--- src/rtl/axi_wr_slave_pkg.sv ---
`default_nettype none
// ============================================================================
// Module      : axi_wr_pkg
// Description : Shared types and constants for the AXI write-channel slave:
//               FSM state encoding, B-channel response codes and the
//               per-beat address increment helper.
// Revision    : 1.0 - initial release
// ============================================================================
package axi_wr_pkg;

    // Burst-level FSM: address phase, data streaming, write response
    typedef enum logic [1:0] {
        IDLE = 2'd0,
        DATA = 2'd1,
        RESP = 2'd2
    } state_t;

    localparam logic [1:0] RESP_OKAY   = 2'b00;
    localparam logic [1:0] RESP_SLVERR = 2'b10;

    // Byte distance between consecutive beats for a given log2 beat size
    function automatic int unsigned beat_incr(input int unsigned level);
        return 32'd1 << level;
    endfunction

endpackage
`default_nettype wire

--- src/rtl/axi_wr_slave_if.sv ---
`default_nettype none
// ============================================================================
// Module      : axi_wr_slave_if
// Description : AXI write-channel (AW/W/B) plus controller-core req/ack bus
//               bundled into one interface. The slave modport is the DDR2
//               side of the link, the master modport is the AXI master and
//               core-side driver.
// Revision    : 1.0 - initial release
// ============================================================================
interface axi_wr_slave_if #(
    parameter int ADDR_WIDTH = 27,
    parameter int DATA_WIDTH = 32
);
    logic                  awvalid;
    logic                  awready;
    logic [ADDR_WIDTH-1:0] awaddr;
    logic [7:0]            awlen;
    logic                  wvalid;
    logic                  wready;
    logic [DATA_WIDTH-1:0] wdata;
    logic                  wlast;
    logic                  bvalid;
    logic                  bready;
    logic [1:0]            bresp;
    logic                  wr_req;
    logic                  wr_ack;
    logic [ADDR_WIDTH-1:0] wr_addr;
    logic [DATA_WIDTH-1:0] wr_data;
    logic                  wr_last;

    modport slave (
        input  awvalid, awaddr, awlen, wvalid, wdata, wlast, bready, wr_ack,
        output awready, wready, bvalid, bresp, wr_req, wr_addr, wr_data, wr_last
    );

    modport master (
        output awvalid, awaddr, awlen, wvalid, wdata, wlast, bready, wr_ack,
        input  awready, wready, bvalid, bresp, wr_req, wr_addr, wr_data, wr_last
    );
endinterface
`default_nettype wire

--- src/rtl/axi_wr_slave_fifo.sv ---
`default_nettype none
// ============================================================================
// Module      : sync_fifo
// Description : Single-clock FIFO with first-word fall-through output (dout
//               always shows the head entry). Pointers carry one extra wrap
//               bit so full and empty are distinguishable at equal indices.
// Revision    : 1.0 - initial release
// ============================================================================
module sync_fifo #(
    parameter int WIDTH = 32,
    parameter int DEPTH = 16
) (
    input  wire logic             clk,
    input  wire logic             rst,
    input  wire logic             push,
    input  wire logic             pop,
    input  wire logic [WIDTH-1:0] din,
    output logic      [WIDTH-1:0] dout,
    output logic                  full,
    output logic                  empty
);
    localparam int PTR_W = (DEPTH > 1) ? $clog2(DEPTH) : 1;

    logic [PTR_W:0]   r_wr_ptr_q, w_wr_ptr_d;
    logic [PTR_W:0]   r_rd_ptr_q, w_rd_ptr_d;
    logic [WIDTH-1:0] r_mem_q [DEPTH];
    logic             w_do_push;
    logic             w_do_pop;

    // Status flags, guarded push/pop and the fall-through head
    always_comb begin
        empty     = (r_wr_ptr_q == r_rd_ptr_q);
        full      = (r_wr_ptr_q[PTR_W] != r_rd_ptr_q[PTR_W]) &&
                    (r_wr_ptr_q[PTR_W-1:0] == r_rd_ptr_q[PTR_W-1:0]);
        w_do_push = push && !full;
        w_do_pop  = pop && !empty;
        dout      = r_mem_q[r_rd_ptr_q[PTR_W-1:0]];
    end

    // Pointer advance on accepted push/pop
    always_comb begin
        w_wr_ptr_d = r_wr_ptr_q;
        w_rd_ptr_d = r_rd_ptr_q;
        if (w_do_push) w_wr_ptr_d = r_wr_ptr_q + 1'b1;
        if (w_do_pop)  w_rd_ptr_d = r_rd_ptr_q + 1'b1;
    end

    // Pointer registers; reset flushes the contents by equalising pointers
    always_ff @(posedge clk) begin
        if (rst) begin
            r_wr_ptr_q <= '0;
            r_rd_ptr_q <= '0;
        end else begin
            r_wr_ptr_q <= w_wr_ptr_d;
            r_rd_ptr_q <= w_rd_ptr_d;
        end
    end

    // Storage array, written at the tail slot
    always_ff @(posedge clk) begin
        if (w_do_push) r_mem_q[r_wr_ptr_q[PTR_W-1:0]] <= din;
    end

endmodule
`default_nettype wire

--- src/rtl/axi_wr_slave.sv ---
`default_nettype none
// ============================================================================
// Module      : axi_wr_slave
// Description : AXI write-channel slave for the DDR2 controller. Takes one
//               AW burst at a time, buffers W beats in a FIFO, streams them
//               to the core over req/ack with incrementing byte addresses,
//               then returns a B response once every beat has been acked.
//               Optional macro AXIWR_LAST_CHECK_EN enables wlast checking:
//               early wlast truncates the burst, a missing wlast on the
//               final beat is flagged, both reported as SLVERR.
// Revision    : 1.0 - initial release
// ============================================================================
module axi_wr_slave
    import axi_wr_pkg::*;
#(
    parameter int ADDR_WIDTH = 27,   // ROW_BITS + COL_BITS + BA_BITS
    parameter int DATA_WIDTH = 32,   // DQ_BITS * 2
    parameter int DATA_LEVEL = 2,
    parameter int FIFO_DEPTH = 16
) (
    input  wire logic      clk,
    input  wire logic      rst,
    axi_wr_slave_if.slave  bus
);
    localparam logic [ADDR_WIDTH-1:0] C_ADDR_INCR =
        ADDR_WIDTH'(beat_incr(DATA_LEVEL));

    state_t                r_state_q,   w_state_d;
    logic [ADDR_WIDTH-1:0] r_addr_q,    w_addr_d;
    logic [7:0]            r_len_q,     w_len_d;
    logic [8:0]            r_in_cnt_q,  w_in_cnt_d;
    logic [8:0]            r_out_cnt_q, w_out_cnt_d;
`ifdef AXIWR_LAST_CHECK_EN
    logic                  r_err_q,     w_err_d;
`endif

    logic                  w_push;
    logic                  w_pop;
    logic                  w_fifo_full;
    logic                  w_fifo_empty;
    logic [DATA_WIDTH-1:0] w_fifo_dout;
    logic [8:0]            w_len_ext;
    logic                  w_is_last;

    assign w_len_ext = {1'b0, r_len_q};
    assign w_is_last = (r_out_cnt_q == w_len_ext);
    assign w_push    = bus.wvalid && bus.wready;
    assign w_pop     = bus.wr_ack && bus.wr_req;

    sync_fifo #(
        .WIDTH (DATA_WIDTH),
        .DEPTH (FIFO_DEPTH)
    ) u_fifo (
        .clk   (clk),
        .rst   (rst),
        .push  (w_push),
        .pop   (w_pop),
        .din   (bus.wdata),
        .dout  (w_fifo_dout),
        .full  (w_fifo_full),
        .empty (w_fifo_empty)
    );

    // State and burst bookkeeping registers; reset abandons any burst
    always_ff @(posedge clk) begin
        if (rst) begin
            r_state_q   <= IDLE;
            r_addr_q    <= '0;
            r_len_q     <= '0;
            r_in_cnt_q  <= '0;
            r_out_cnt_q <= '0;
`ifdef AXIWR_LAST_CHECK_EN
            r_err_q     <= 1'b0;
`endif
        end else begin
            r_state_q   <= w_state_d;
            r_addr_q    <= w_addr_d;
            r_len_q     <= w_len_d;
            r_in_cnt_q  <= w_in_cnt_d;
            r_out_cnt_q <= w_out_cnt_d;
`ifdef AXIWR_LAST_CHECK_EN
            r_err_q     <= w_err_d;
`endif
        end
    end

    // Next-state, counter and address generation
    always_comb begin
        w_state_d   = r_state_q;
        w_addr_d    = r_addr_q;
        w_len_d     = r_len_q;
        w_in_cnt_d  = r_in_cnt_q;
        w_out_cnt_d = r_out_cnt_q;
`ifdef AXIWR_LAST_CHECK_EN
        w_err_d     = r_err_q;
`endif
        case (r_state_q)
            IDLE: begin
`ifdef AXIWR_LAST_CHECK_EN
                w_err_d = 1'b0;
`endif
                if (bus.awvalid && bus.awready) begin
                    w_addr_d    = bus.awaddr;
                    w_len_d     = bus.awlen;
                    w_in_cnt_d  = '0;
                    w_out_cnt_d = '0;
                    w_state_d   = DATA;
                end
            end
            DATA: begin
                if (w_push) begin
                    w_in_cnt_d = r_in_cnt_q + 9'd1;
`ifdef AXIWR_LAST_CHECK_EN
                    // Early wlast shortens the burst to the beat just taken
                    if (bus.wlast && (r_in_cnt_q < w_len_ext)) begin
                        w_len_d = r_in_cnt_q[7:0];
                        w_err_d = 1'b1;
                    end else if (!bus.wlast && (r_in_cnt_q == w_len_ext)) begin
                        w_err_d = 1'b1;
                    end
`endif
                end
                if (w_pop) begin
                    w_out_cnt_d = r_out_cnt_q + 9'd1;
                    w_addr_d    = r_addr_q + C_ADDR_INCR;
                    if (w_is_last) w_state_d = RESP;
                end
            end
            RESP: begin
                if (bus.bvalid && bus.bready) w_state_d = IDLE;
            end
            default: w_state_d = IDLE;
        endcase
    end

    // Handshake and core-side outputs decoded from the current state
    always_comb begin
        bus.awready = (r_state_q == IDLE) && !rst;
        bus.wready  = (r_state_q == DATA) && !rst && !w_fifo_full &&
                      (r_in_cnt_q <= w_len_ext);
        bus.bvalid  = (r_state_q == RESP);
`ifdef AXIWR_LAST_CHECK_EN
        bus.bresp   = ((r_state_q == RESP) && r_err_q) ? RESP_SLVERR : RESP_OKAY;
`else
        bus.bresp   = RESP_OKAY;
`endif
        bus.wr_req  = (r_state_q == DATA) && !w_fifo_empty;
        bus.wr_addr = r_addr_q;
        bus.wr_data = w_fifo_dout;
        bus.wr_last = (r_state_q == DATA) && w_is_last;
    end

endmodule
`default_nettype wire

--- src/flat_wrapper.sv ---
// flat-port wrapper written by rule: the top's interface ports become plain ports
module axi_wr_slave_flat import axi_wr_pkg::*;
#(
    parameter int ADDR_WIDTH = 27,                                   
    parameter int DATA_WIDTH = 32,                 
    parameter int DATA_LEVEL = 2,
    parameter int FIFO_DEPTH = 16
)
  (clk, rst, bus_awvalid, bus_awaddr, bus_awlen, bus_wvalid, bus_wdata, bus_wlast, bus_bready, bus_wr_ack, bus_awready, bus_wready, bus_bvalid, bus_bresp, bus_wr_req, bus_wr_addr, bus_wr_data, bus_wr_last);
  axi_wr_slave_if #(.ADDR_WIDTH(ADDR_WIDTH), .DATA_WIDTH(DATA_WIDTH)) bus_i ();
  input  wire logic clk;
  input  wire logic rst;
  input wire logic [$bits(bus_i.awvalid)-1:0] bus_awvalid;
  input wire logic [$bits(bus_i.awaddr)-1:0] bus_awaddr;
  input wire logic [$bits(bus_i.awlen)-1:0] bus_awlen;
  input wire logic [$bits(bus_i.wvalid)-1:0] bus_wvalid;
  input wire logic [$bits(bus_i.wdata)-1:0] bus_wdata;
  input wire logic [$bits(bus_i.wlast)-1:0] bus_wlast;
  input wire logic [$bits(bus_i.bready)-1:0] bus_bready;
  input wire logic [$bits(bus_i.wr_ack)-1:0] bus_wr_ack;
  output wire logic [$bits(bus_i.awready)-1:0] bus_awready;
  output wire logic [$bits(bus_i.wready)-1:0] bus_wready;
  output wire logic [$bits(bus_i.bvalid)-1:0] bus_bvalid;
  output wire logic [$bits(bus_i.bresp)-1:0] bus_bresp;
  output wire logic [$bits(bus_i.wr_req)-1:0] bus_wr_req;
  output wire logic [$bits(bus_i.wr_addr)-1:0] bus_wr_addr;
  output wire logic [$bits(bus_i.wr_data)-1:0] bus_wr_data;
  output wire logic [$bits(bus_i.wr_last)-1:0] bus_wr_last;
  assign bus_i.awvalid = bus_awvalid;
  assign bus_i.awaddr = bus_awaddr;
  assign bus_i.awlen = bus_awlen;
  assign bus_i.wvalid = bus_wvalid;
  assign bus_i.wdata = bus_wdata;
  assign bus_i.wlast = bus_wlast;
  assign bus_i.bready = bus_bready;
  assign bus_i.wr_ack = bus_wr_ack;
  assign bus_awready = bus_i.awready;
  assign bus_wready = bus_i.wready;
  assign bus_bvalid = bus_i.bvalid;
  assign bus_bresp = bus_i.bresp;
  assign bus_wr_req = bus_i.wr_req;
  assign bus_wr_addr = bus_i.wr_addr;
  assign bus_wr_data = bus_i.wr_data;
  assign bus_wr_last = bus_i.wr_last;
  axi_wr_slave #(.ADDR_WIDTH(ADDR_WIDTH), .DATA_WIDTH(DATA_WIDTH), .DATA_LEVEL(DATA_LEVEL), .FIFO_DEPTH(FIFO_DEPTH)) u_core (.clk(clk), .rst(rst), .bus(bus_i));
endmodule
--- config.mk ---
export PLATFORM = sky130hd
export DESIGN_NAME = axi_wr_slave_flat
export DESIGN_NICKNAME = d
export VERILOG_FILES = /design/src/rtl/axi_wr_slave_pkg.sv /design/src/rtl/axi_wr_slave_if.sv /design/src/rtl/axi_wr_slave_fifo.sv /design/src/rtl/axi_wr_slave.sv /design/src/flat_wrapper.sv
export SDC_FILE = /design/constraint.sdc
export NUM_CORES = 1
export LEC_CHECK = 0
export ABC_CLOCK_PERIOD_IN_PS = 5200
export CAP_MARGIN = 10
export CELL_PAD_IN_SITES_DETAIL_PLACEMENT = 0
export CELL_PAD_IN_SITES_GLOBAL_PLACEMENT = 1
export CORE_MARGIN = 2
export CORE_UTILIZATION = 43
export CTS_BUF_LIST = sky130_fd_sc_hd__clkbuf_16
export DETAILED_ROUTE_END_ITERATION = 16
export PLACE_DENSITY = 0.72
export SKIP_CTS_REPAIR_TIMING = 1
export SYNTH_ARGS = -nofsm -noshare
export SYNTH_HDL_FRONTEND = slang
export SYNTH_SLANG_ARGS = --single-unit
--- constraint.sdc ---
create_clock -name clk -period 5.2 [get_ports clk]
set_input_delay 1.04 -clock clk [delete_from_list [all_inputs] [get_ports clk]]
set_output_delay 1.04 -clock clk [all_outputs]
set_load 0.02 [all_outputs]
==> After elaboration in Yosys (flattened, before gate mapping) <==
Memory sizes are Yosys's and may differ from the RTL's. A register that Yosys moved wholly into a read port is not among the register bits.
Index checks and enable logic that the tools add are counted.
{ "totals": {"register_bits": 65, "latch_bits": 0, "ram_bits": 512, "romBits": 0, "inputBits": 74, "output_inout_bits": 66, "elab_cells": 64, "memories": 1} }
{ "op_classes": {"add_sub_neg": 5, "mul": 0, "div_mod_pow": 0, "order_cmp": 1, "eq_ne": 11, "shifts": 0, "mux": 17, "n_bitwise": 0, "n_reduce_logical": 22} }
{ "memory_table": {"columns": ["memory", "words", "width", "rd", "rd_clocked_by_memory_dff", "wr", "line", "rtl"], "rows": [
  ["u_core.u_fifo.r_mem_q", 16, 32, 1, 1, 1, "axi_wr_slave_fifo.sv:26", "logic [WIDTH-1:0] r_mem_q [DEPTH];"]
]} }
{ "ops": {"columns": ["operator", "n"], "rows": [
  ["$mux W27", 2],
  ["$pmux W27 S2", 1],
  ["$pmux W9 S2", 2],
  ["$add A27 B3 Y27 const B", 1],
  ["$mux W9", 3],
  ["$add A9 B1 Y9 const B", 2],
  ["$logic_and A1 B1 Y1", 13],
  ["$add A5 B1 Y5 const B", 2],
  ["$eq A9 B8 Y1", 1],
  ["$le A9 B8 Y1", 1],
  ["$mux W2", 4],
  ["$mux W4", 2],
  ["$ne A2 B2 Y1 const B", 3],
  ["$pmux W2 S3", 1],
  ["$reduce_and A3 Y1", 2],
  ["$eq A5 B5 Y1", 1],
  ["$eq A4 B4 Y1", 1],
  ["$ne A2 B1 Y1 const B", 2],
  ["$reduce_and A4 Y1", 1],
  ["$logic_not A1 Y1", 3],
  ["$eq A2 B1 Y1 const B", 1],
  ["$eq A2 B2 Y1 const B", 1],
  ["$logic_not A2 Y1", 1],
  ["$mux W1", 2],
  ["other kinds (3)", 3]
]} }

==> Longest topological paths before layout <==
{ "logic_depth": {"word_depth": 9, "ltp_mapped": 8, "depth_no_buf": 7} }

==> Hierarchy <==
A second synthesis with hierarchy kept.
{ "hier_totals": {"hier_cells": 1213, "area_unflattened_um2": 23525.1} }
{ "modules_own_cells": {"columns": ["mod", "instances", "cells_each", "area_per_inst_um2", "seq_area_each_um2"], "rows": [
  ["sync_fifo", 1, 809, 20249.4, 15655.0],
  ["axi_wr_slave", 1, 404, 3275.6, 1101.1]
]} }

==> Least setup slack after synthesis <==
No wires, ideal clock.
{ "synth_path": {"path_type": "in2reg", "start": "in rst", "end": "mem u_core.u_fifo.r_mem_q[3][0] (enable)", "setup_ps": 461, "arrival_ps": 4176, "t_required_ps": 4739, "path_slack_ps": 563, "path_stages": 6, "cell_sequence": "clkbuf_1 > nor4b_1 > nand2_1 > a21oi_1 > nand3_1 > nor3_1"} }
{ "synth_via": {"elab_chain_cells": 8} }
{ "synth_rtl": {"columns": ["element", "line", "rtl"], "rows": [
  ["from (decl)", "flat_wrapper.sv:12", "input wire logic rst;"],
  ["$logic_not A1 Y1", "axi_wr_slave.sv:139", "bus.wready = (r_state_q == DATA) && !rst && !w_fifo_full &&"],
  ["$logic_and A1 B1 Y1 (3 in a row)", "axi_wr_slave.sv:139", null],
  ["$logic_and A1 B1 Y1", "axi_wr_slave.sv:47", "assign w_push = bus.wvalid && bus.wready;"],
  ["$logic_and A1 B1 Y1", "axi_wr_slave_fifo.sv:35", "w_do_push = push && !full;"],
  ["$mux W1", "axi_wr_slave_fifo.sv:61", "if (w_do_push) r_mem_q[r_wr_ptr_q[PTR_W-1:0]] <= din;"],
  ["$mux W1 (not written as such)", "axi_wr_slave_fifo.sv:61", null],
  ["to (decl)", "axi_wr_slave_fifo.sv:26", null]
]} }
Every way passes these cells.

==> Final worst setup path <==
{ "layout_path": {"start": "reg u_core.r_len_q[2]", "end": "out bus_wready"} }
{ "layout_via": {"elab_chain_cells": 2} }
{ "layout_rtl": {"columns": ["element", "line", "rtl"], "rows": [
  ["from (decl)", "axi_wr_slave.sv:30", "logic [7:0] r_len_q, w_len_d;"],
  ["from (signal assigned)", "axi_wr_slave.sv:78", "r_len_q <= w_len_d;"],
  ["$le A9 B8 Y1", "axi_wr_slave.sv:140", "(r_in_cnt_q <= w_len_ext);"],
  ["$logic_and A1 B1 Y1", "axi_wr_slave.sv:139", null],
  ["to (decl)", "flat_wrapper.sv:22", "output wire logic [$bits(bus_i.wready)-1:0] bus_wready;"]
]} }
Every way passes these cells.

==> out/metrics.cfg <==
[clocking]
clk_pin_slew_ns=0.06
cts_tree=built
numCtsBuffers=60
clock_path_buffers=3
clock_sinks=581
clk_root_buffer_cell=clkbuf_16
htreeDepth=2
insertion_delay_ns=0.62

[grt]
antenna_found_initial=2
overflow=0
grt_use_total_pct=18.68
grt_max_degree=67
grt_pass1_wl_um=78620
grt_pass1_vias=12685

[synthesis]
synth.top_cell.area_share_pct=65.81
yosysWarnings=0
synth_commonest_cells=edfxtp_1 (512), mux4_2 (160), dfxtp_1 (69), nand2_1 (59), clkbuf_1 (43)
synth.top_cells.by_area=edfxtp_1 (66%), mux4_2 (15%), dfxtp_1 (5.9%)
ys_ff_latch=581
synth_top_cell_by_area=edfxtp_1
synthCells=1234
synth.distinct_cells=66
synth_edf_count=512
syn_area_sq_mm=0.02336
async_reset_ff_share_pct=0
yosys_most_used_dff=edfxtp_1
avgSynthCellArea_sq_um=18.93
yosysSeqAreaShare_pct=71.73
synth_most_common_cell=edfxtp_1

[floorplanning]
core-area_sq_mm=0.05381
die_x_um=237.1
die_area_sq_mm=0.05621
ios=140
fp-row-count=85
start_util_pct=43.41
fp.dieH_um=237.1

[hold_path]
min_path_type=reg -> reg

[sta]
hold_viol=0
worst_pin_slew_ns=1.209
max-slew-margin-rel_pct=18.75
finalWorstSetupSlack_ns=0.6004
fmax_mhz=217.4
fin_crit_sh_pct=88.45
fin_skew_ns=0.01877
finalSetupViolCount=0
tns_ns=0
slew_violations=0
min_period_ns=4.600
rsz0062_at_grt=false

[drt]
wl_per_cell_um=24.25
viasPerCell=5.755
drt_pass1_iterations=5
drc_errors=0
vias=12351
first_iter_violations=953
totalWireLength_um=52050
ant_nets=0

[pwr]
power.leakage_nw=8.613
peakVddDrop_uv=272.7
power.density_mw_per_mm2=348.4

[placement]
port_buffers=136
dp_cells=2039
routabilityCongestion=0.7730
dpl.hpwl_um=30010
post-place-ws_ns=1.157

[run]
max-cap-violations=0

[worst_setup_path]
required_ns=4.16
crit_type=reg -> out
crit_fanout=14
crit_arrival_ns=3.56
cp-start-kind=register
endpoint_kind=primary output

[status]
status=finished, final reports clean

[finish]
final_cells=2146
antennaDiodeCount=0
area_delta_synth_final_pct=17.94
drive_above_1_share_pct=23.17
nets=1495

[through the flow]
step,power [W],hold slack [ns],utilization [%],area [sq um]
5_1_grt,0.009902,0.5017,51.20,27550
3_5_place_dp,0.005618,0.4661,47.72,25680
4_1_cts,0.009691,0.4769,51.20,27550
6_report,0.009598,0.4679,51.20,27550
2_1_floorplan,0.005413,0.4606,-,23360
3_3_place_gp,0.005606,0.4489,47.72,25680
[state kept, by name, summed over array words and instances (netlist names), named ones only]
| signal | cells |
|---|---|
| u_core.r_in_cnt_q | 9 |
| u_core.r_len_q | 8 |
| u_core.r_out_cnt_q | 9 |
| u_core.u_fifo.r_rd_ptr_q | 5 |
| u_core.u_fifo.r_wr_ptr_q | 5 |
| u_core.bus.wr_addr | 27 |
| u_core.u_fifo.r_mem_q | 512 |
| u_core.r_state_q | 2 |
[critical path: stages (launching register included)]
cell             delay (ns)
dfxtp_1                0.37
inv_1                  0.08
ha_1                   0.30
a21oi_1                0.16
o221ai_1               0.16
o211ai_1               0.96
and3_1                 0.30
clkdlybuf4s50_1        0.62
[final timing paths]
check                        startpoint                            to  slack (ns)  cells past startpoint
setup / recovery      u_core.r_len_q[2]                    bus_wready        0.60                      7
setup reg to reg      u_core.r_len_q[2]  u_core.u_fifo.r_mem_q[3][24]        1.58                      8
hold / removal    u_core.bus.wr_addr[1]         u_core.bus.wr_addr[1]        0.47                      2
hold reg to reg   u_core.bus.wr_addr[1]         u_core.bus.wr_addr[1]        0.47                      2
[per-layer routing]
metal / vias to the layer above / global-route usage, % / wire length (um) / part of all wire, %
met4: 4 / 5.260 / 1036 / 2.0
met3: 72 / 2.658 / 2396 / 4.6
li1: 5457 / - / - / -
met5: - / 0 / 26 / 0.050
met1: 6482 / 25.92 / 22290 / 43
met2: 336 / 31.10 / 26300 / 51
[layout by cell type (no fill, tap or decap), types with 12 or more instances in the layout]
cell type        netlist  routed
and3_2                 0      13
mux4_2               160     160
dfxtp_1               69      65
a22oi_1               12      12
o21ai_0               16      16
nand2_1               59      59
buf_4                  3      44
nand3_1               24      24
ha_1                  16      16
clkbuf_16              0      60
clkinv_1               1      13
clkdlybuf4s50_1        0     135
inv_1                 23      31
edfxtp_1             512     512
a21oi_1               34      34
nor2_1                34      33
clkinv_2               0      12
[cell families (layout without fill, tap and decap cells)]
logic type | after synthesis | count (layout) | share of synthesized area [%]
AND/OR/NAND/NOR | 208 | 208 | 4.601
flip-flops | 581 | 581 | 71.73
multiplexers | 167 | 167 | 15.74
XOR/XNOR | 16 | 16 | 0.5998
other | 1 | 2 | 0.01605
AO/OA/AOI/OAI | 146 | 146 | 4.563
buffers and inverters | 99 | 314 | 1.896
adder cells (fa/ha/maj) | 16 | 16 | 0.8569
[where the power goes]
part | switching (W) | leakage, nW | internal, W
Clock | 0.00178 | 0.956 | 0.00230
Combinational | 0.000226 | 2.49 | 0.000170
Sequential | 0.0000251 | 5.17 | 0.00510
Total | 0.00203 | 8.61 | 0.00757
[final cells by class]
cell class	count	area, sq um
multi-input cells	555	6207
clock inverters	47	369.1
flip-flops and latches	581	16770
fillers	4294	26260
well taps	696	870.8
inverters	24	90.09
repair buffers	183	1747
clock buffers	60	1501
No activity file was read; power rests on OpenSTA's default activity.
